<file path="config.mk">
export PLATFORM = sky130hd
export DESIGN_NAME = lpgbt_deinterleaver_pipe
export DESIGN_NICKNAME = d
export VERILOG_FILES = /design/src/rtl/lpgbt_deinterleaver_pkg.sv /design/src/rtl/lpgbt_deinterleaver_map.sv /design/src/rtl/lpgbt_deinterleaver_pipe.sv
export SDC_FILE = /design/constraint.sdc
export NUM_CORES = 1
export LEC_CHECK = 0
export CORE_MARGIN = 3
export CORE_UTILIZATION = 35
export DETAILED_ROUTE_END_ITERATION = 8
export PLACE_DENSITY = 0.66
export SYNTH_ARGS = -nofsm -noshare
export SYNTH_HDL_FRONTEND = slang
export SYNTH_SLANG_ARGS = --single-unit
</file>
<file path="constraint.sdc">
create_clock -name clk -period 8.15 [get_ports clk]
set_clock_uncertainty 0.1 [all_clocks]
set_input_delay 1.63 -clock clk [delete_from_list [all_inputs] [get_ports clk]]
set_output_delay 1.63 -clock clk [all_outputs]
set_load 0.01 [all_outputs]
</file>
<file path="src/rtl/lpgbt_deinterleaver_pkg.sv">
// Shared definitions for the lpGBT downlink deinterleaver.
// Provides:
//   - the default geometry parameters;
//   - width helpers used to derive FEC_W, DATA_W and HDR_W;
//   - the two bit-offset functions that describe the symbol mapping.
// The pipeline top and the mapping sub-module both use this package, so they
// always agree on the frame layout.
package lpgbt_deinterleaver_pkg;

  localparam int NUM_CODES_DEF  = 4;
  localparam int SYM_BITS_DEF   = 3;
  localparam int DATA_SYMS_DEF  = 3;
  localparam int FEC_SYMS_DEF   = 2;
  localparam int FRAME_BITS_DEF = 64;

  // Width of a region that holds num_codes codewords of syms symbols each.
  function automatic int field_width(input int num_codes, input int syms,
                                     input int sym_bits);
    return num_codes * syms * sym_bits;
  endfunction

  // Bit offset, inside a received (interleaved) region, of symbol s of code c.
  // On the line, symbol 0 of every code comes first, then symbol 1 of every
  // code, and so on.
  function automatic int ilv_offset(input int s, input int c,
                                    input int num_codes, input int sym_bits);
    return (s * num_codes + c) * sym_bits;
  endfunction

  // Bit offset, inside a deinterleaved output region, of symbol s of code c.
  // Each codeword occupies a contiguous field; symbol s sits at s*sym_bits
  // inside that field.
  function automatic int cw_offset(input int c, input int s,
                                   input int syms, input int sym_bits);
    return (c * syms + s) * sym_bits;
  endfunction

endpackage

</file>
<file path="src/rtl/lpgbt_deinterleaver_map.sv">
// Combinational symbol mapping for one downlink frame.
// Ports:
//   frame  : received frame, laid out as {hdr, data region, fec region}
//   bypass : 1 = frame is not interleaved, so regions are copied unpermuted
//   data   : deinterleaved data field, codeword c at [c*DATA_SYMS*SYM_BITS +:]
//   fec    : deinterleaved FEC field,  codeword c at [c*FEC_SYMS*SYM_BITS +:]
//   hdr    : frame bits above the FEC and data regions, passed through
module lpgbt_deinterleaver_map
  import lpgbt_deinterleaver_pkg::*;
#(
  parameter int NUM_CODES  = NUM_CODES_DEF,
  parameter int SYM_BITS   = SYM_BITS_DEF,
  parameter int DATA_SYMS  = DATA_SYMS_DEF,
  parameter int FEC_SYMS   = FEC_SYMS_DEF,
  parameter int FRAME_BITS = FRAME_BITS_DEF,
  localparam int FEC_W  = field_width(NUM_CODES, FEC_SYMS, SYM_BITS),
  localparam int DATA_W = field_width(NUM_CODES, DATA_SYMS, SYM_BITS),
  localparam int HDR_W  = FRAME_BITS - FEC_W - DATA_W
) (
  input  logic [FRAME_BITS-1:0] frame,
  input  logic                  bypass,
  output logic [DATA_W-1:0]     data,
  output logic [FEC_W-1:0]      fec,
  output logic [HDR_W-1:0]      hdr
);

  always_comb begin
    data = '0;
    fec  = '0;
    if (bypass) begin
      fec  = frame[FEC_W-1:0];
      data = frame[FEC_W +: DATA_W];
    end else begin
      for (int c = 0; c < NUM_CODES; c++) begin
        for (int s = 0; s < FEC_SYMS; s++) begin
          fec[cw_offset(c, s, FEC_SYMS, SYM_BITS) +: SYM_BITS] =
            frame[ilv_offset(s, c, NUM_CODES, SYM_BITS) +: SYM_BITS];
        end
        for (int s = 0; s < DATA_SYMS; s++) begin
          data[cw_offset(c, s, DATA_SYMS, SYM_BITS) +: SYM_BITS] =
            frame[FEC_W + ilv_offset(s, c, NUM_CODES, SYM_BITS) +: SYM_BITS];
        end
      end
    end
  end

  assign hdr = frame[FRAME_BITS-1 -: HDR_W];

endmodule

</file>
<file path="src/rtl/lpgbt_deinterleaver_pipe.sv">
// Pipelined lpGBT downlink deinterleaver.
// Datapath: S1 (raw frame + bypass flag) -> map -> S2 (mapped result) -> skid.
// The output is driven from the skid entry when it is occupied, else from S2.
// Ports:
//   clk, rst            : clock, asynchronous active-high reset
//   in_valid/in_ready   : input handshake (in_ready is registered)
//   in_frame, in_bypass : frame and its per-frame bypass flag
//   out_valid/out_ready : output handshake
//   out_data/fec/hdr    : deinterleaved frame
//   frame_cnt           : accepted frames, wraps
//   drop_cnt            : cycles with in_valid while not ready, saturates
module lpgbt_deinterleaver_pipe
  import lpgbt_deinterleaver_pkg::*;
#(
  parameter int NUM_CODES  = NUM_CODES_DEF,
  parameter int SYM_BITS   = SYM_BITS_DEF,
  parameter int DATA_SYMS  = DATA_SYMS_DEF,
  parameter int FEC_SYMS   = FEC_SYMS_DEF,
  parameter int FRAME_BITS = FRAME_BITS_DEF,
  localparam int FEC_W  = field_width(NUM_CODES, FEC_SYMS, SYM_BITS),
  localparam int DATA_W = field_width(NUM_CODES, DATA_SYMS, SYM_BITS),
  localparam int HDR_W  = FRAME_BITS - FEC_W - DATA_W
) (
  input  logic                  clk,
  input  logic                  rst,
  input  logic                  in_valid,
  output logic                  in_ready,
  input  logic [FRAME_BITS-1:0] in_frame,
  input  logic                  in_bypass,
  output logic                  out_valid,
  input  logic                  out_ready,
  output logic [DATA_W-1:0]     out_data,
  output logic [FEC_W-1:0]      out_fec,
  output logic [HDR_W-1:0]      out_hdr,
  output logic [15:0]           frame_cnt,
  output logic [7:0]            drop_cnt
);

  if (FRAME_BITS < FEC_W + DATA_W) begin : g_bad_frame_bits
    $error("FRAME_BITS is smaller than the FEC and data regions combined");
  end

  logic                  s1_v, s2_v, sk_v;
  logic [FRAME_BITS-1:0] s1_frame;
  logic                  s1_bypass;
  logic [DATA_W-1:0]     s2_data, sk_data, map_data;
  logic [FEC_W-1:0]      s2_fec, sk_fec, map_fec;
  logic [HDR_W-1:0]      s2_hdr, sk_hdr, map_hdr;

  logic in_fire, s2_free, s1_adv, sk_load;
  logic s1_v_nxt, s2_v_nxt, sk_v_nxt;

  lpgbt_deinterleaver_map #(
    .NUM_CODES (NUM_CODES),
    .SYM_BITS  (SYM_BITS),
    .DATA_SYMS (DATA_SYMS),
    .FEC_SYMS  (FEC_SYMS),
    .FRAME_BITS(FRAME_BITS)
  ) u_map (
    .frame (s1_frame),
    .bypass(s1_bypass),
    .data  (map_data),
    .fec   (map_fec),
    .hdr   (map_hdr)
  );

  // S2 always vacates when the skid is empty: either its frame leaves on the
  // output (out_ready=1) or it parks in the skid (out_ready=0). That makes
  // S2's availability a function of registers only, which keeps out_ready
  // out of every ready path.
  assign in_fire = in_valid && in_ready;
  assign s2_free = !s2_v || !sk_v;
  assign s1_adv  = s1_v && s2_free;
  assign sk_load = s2_v && !sk_v && !out_ready;

  assign s1_v_nxt = in_fire || (s1_v && !s1_adv);
  assign s2_v_nxt = s1_adv || (s2_v && !s2_free);
  assign sk_v_nxt = sk_v ? !out_ready : sk_load;

  // The skid always holds the older frame, so it is presented first.
  assign out_valid = sk_v || s2_v;
  assign out_data  = sk_v ? sk_data : s2_data;
  assign out_fec   = sk_v ? sk_fec  : s2_fec;
  assign out_hdr   = sk_v ? sk_hdr  : s2_hdr;

  always_ff @(posedge clk or posedge rst) begin
    if (rst) begin
      s1_v      <= 1'b0;
      s2_v      <= 1'b0;
      sk_v      <= 1'b0;
      in_ready  <= 1'b0;
      s1_frame  <= '0;
      s1_bypass <= 1'b0;
      s2_data   <= '0;
      s2_fec    <= '0;
      s2_hdr    <= '0;
      sk_data   <= '0;
      sk_fec    <= '0;
      sk_hdr    <= '0;
    end else begin
      s1_v     <= s1_v_nxt;
      s2_v     <= s2_v_nxt;
      sk_v     <= sk_v_nxt;
      // Ready for the next cycle unless all three slots will be occupied.
      in_ready <= !(s1_v_nxt && s2_v_nxt && sk_v_nxt);
      if (in_fire) begin
        s1_frame  <= in_frame;
        s1_bypass <= in_bypass;
      end
      if (s1_adv) begin
        s2_data <= map_data;
        s2_fec  <= map_fec;
        s2_hdr  <= map_hdr;
      end
      if (sk_load) begin
        sk_data <= s2_data;
        sk_fec  <= s2_fec;
        sk_hdr  <= s2_hdr;
      end
    end
  end

  always_ff @(posedge clk or posedge rst) begin
    if (rst) begin
      frame_cnt <= '0;
      drop_cnt  <= '0;
    end else begin
      if (in_fire) begin
        frame_cnt <= frame_cnt + 16'd1;
      end
      if (in_valid && !in_ready && (drop_cnt != 8'hFF)) begin
        drop_cnt <= drop_cnt + 8'd1;
      end
    end
  end

endmodule

</file>
==> results.json <==
{
  "postCtsSetupBuffers": 0,
  "cts_resized": 0,
  "cts_max_path_buffers": 3,
  "insertion_delay_ps": 520,
  "dr.pass1.iters": 4,
  "grt_start_max_net_pins": 85,
  "hold_class": "reg2reg",
  "cts_tree": "done",
  "drive_gt1_share_pct": 21.1,
  "ys_types": 31,
  "die-area_um2": 29300,
  "nNetsFinal": 1055,
  "intPower_mw": 2.99,
  "multi_input_area_um2": 3840,
  "fin_util_pct": 46.9,
  "max_freq_ghz": 0.230,
  "synth_seq_cells": 221,
  "p_sw_mw": 1.19,
  "clk_pin_slew_ps": 60,
  "r2r_slack_ps": 5110,
  "fill_cells": 2430,
  "path_cells": "mux2_2 -> clkdlybuf4s50_1",
  "die_h_um": 171,
  "overflow": 0,
  "post-route-period-util_pct": 53.3,
  "slowest_stage": "dfrtp_4",
  "via_count": 6406,
  "rsz0062_at_grt": "false",
  "path_delay_family": "flip-flops",
  "syn_nets": 908,
  "p_comb_share_pct": 29.5,
  "synth_flop_cell": "dfrtp_1",
  "critPathBufInv": 1,
  "final_common_cell": "dfrtp_1",
  "boundaryPins": 159,
  "slew_headroom_pct": 30.2,
  "fin_crit_ps": 4340,
  "drt_iter0_drc": 326,
  "syn_avg_cell_area_um2": 11.4,
  "ys_seq_area_share_pct": 57.8,
  "hold_violations": 0,
  "start_util_pct": 36.2,
  "ys_async_sr_fraction_pct": 100,
  "crit_path_max_incr_delay_ps": 1110,
  "grt_pass1_vias": 6760,
  "clockRootBuffer": "clkbuf_16",
  "status": "completed",
  "drt_wl_total_mm": 21.7,
  "arrival_ps": 2610,
  "crit_path_start": "sk_v",
  "drtAntennaViolNets": 0,
  "dp_hpwl_mm": 14.0,
  "path_max_fanout": 71,
  "grt_first_pass_wirelength_mm": 35.8,
  "cts_sinks": 221,
  "r2r_start": "sk_v",
  "numCtsBuffers": 26,
  "most-common-layout-cells": "219 x dfrtp_1, 207 x nand2_1, 158 x clkdlybuf4s50_1",
  "syn2layout_area_growth_pct": 29.6,
  "clkPwrFrac_pct": 29.3,
  "die_w_um": 171,
  "num_rows": 59,
  "antenna_cells": 0,
  "cts_hold_buffers": 0,
  "cts_max_level": 1,
  "avgViaCountPerCell": 4.79,
  "post-route-drc-count": 0,
  "wl_per_cell_um": 16.2,
  "min-delay-start": "s1_frame[26]",
  "cp-start-kind": "flop",
  "leakagePower_nw": 5.49,
  "power_mw": 4.18,
  "timing.hold.ws_ps": 371,
  "max_cap_violations": 0,
  "seq_area_um2": 5540,
  "gp_congestion": 0.767,
  "cp-end-kind": "output pin",
  "antenna_found_initial": 0,
  "ys_top_cells_by_area": "dfrtp_1 58%, mux2_2 17%, nand2_1 8.2%, mux2i_1 5.0%, a21oi_1 2.6%",
  "portBuffers": 158,
  "yosys_warnings": 0,
  "vdd_ir_drop_max_uv": 189,
  "netlist.area_leader.share_pct": 57.8,
  "synth_edf_count": 0,
  "finalSetupTns_ps": 0,
  "core-area_um2": 26400,
  "worstMarginPinSlew_ps": 1050,
  "setup.worst_path.class": "reg2out",
  "finalMaxSlewViolations": 0,
  "worstPathRequired_ps": 6420,
  "swShare_pct": 28.5,
  "synthCells": 837,
  "pwr-share-seq_pct": 41.2,
  "grt_usage_pct": 14.9,
  "power-per-cell-area_nw_per_um2": 337,
  "syn-cell-area_um2": 9560,
  "setup-violations-final": 0,
  "yosys.area.top_type": "dfrtp_1"
}
metrics by stage:
stage | area (µm²) | std cells | worst slack, ps
finish | 12400 | 1338 | 3810
detailed placement | 11500 | 1291 | 4210
floorplan | 9560 | 837 | 371
global route | 12400 | 1338 | 3720
global placement | 11500 | 1291 | 4240
CTS | 12400 | 1338 | 3770
routing by layer:
metal	vias up	GRT usage, %	share of wire, %
met5	-	0	0
met3	22	2.85	4.7
met1	3135	21.0	47
met4	0	2.87	1.2
met2	135	24.5	47
li1	3114	-	-
flip-flops by register name (all words and copies together) (netlist names):
register and flops:
sk_fec 24, s2_fec 24, drop_cnt 8, s2_hdr 4, frame_cnt 16, s1_frame 64, sk_data 36, s2_v 1
in_ready 1, s1_bypass 1, sk_hdr 4, s1_v 1, sk_v 1, s2_data 36
power by group through the flow:
stage	Sequential, mW	Combinational (mW)	Clock, mW
2_1_floorplan	1.65	0.746	0
3_3_place_gp	1.72	1.23	0
3_5_place_dp	1.74	1.25	0
4_1_cts	1.73	1.26	1.26
5_1_grt	1.78	1.35	1.31
6_report	1.72	1.23	1.22
cell families (layout without fill, tap and decap cells):
kind of cell    after synthesis  after routing  synth area share (%)
xor+xnor                     18             18                  1.65
buf+inv                      50            216                  2.23
compound gates               57             57                  3.17
mux                         195            195                  22.3
fa+ha+maj                     2              2                 0.262
simple gates                294            294                  12.5
flops                       221            221                  57.8
worst min-delay path: stages (launching register included):
cell and delay [ps]:
dfrtp_1 340, nand2_1 50, nand2_1 50
path summary, 6_finish.rpt:
kind | endpoint | cells past startpoint
max | out_data[1] | 2
max reg2reg | s2_fec[23] | 4
max in group asynchronous | sk_v | 3
min reg2reg | s1_frame[26] | 2
min in group asynchronous | frame_cnt[12] | 2
min | s1_frame[26] | 2
final cells by class:
class	instances	area share [%]
Clock buffer	41	6.69
Tap cell	335	3.38
Sequential cell	221	44.7
Multi-Input combinational cell	566	31.0
Timing Repair Buffer	167	13.3
Clock inverter	6	0.848
Inverter	2	0.121
cell usage after synthesis (3+ instances only):
| library cell | count |
|---|---|
| dfrtp_1 | 221 |
| mux2i_1 | 48 |
| buf_2 | 20 |
| nand2_1 | 208 |
| xor2_1 | 4 |
| mux2_2 | 147 |
| and3_1 | 5 |
| nand3_1 | 7 |
| nor2b_1 | 3 |
| buf_1 | 7 |
| nand4_1 | 9 |
| clkbuf_1 | 21 |
| xnor2_1 | 14 |
| a21oi_1 | 50 |
| nor2_1 | 50 |
(Power assumes the default switching activity.)
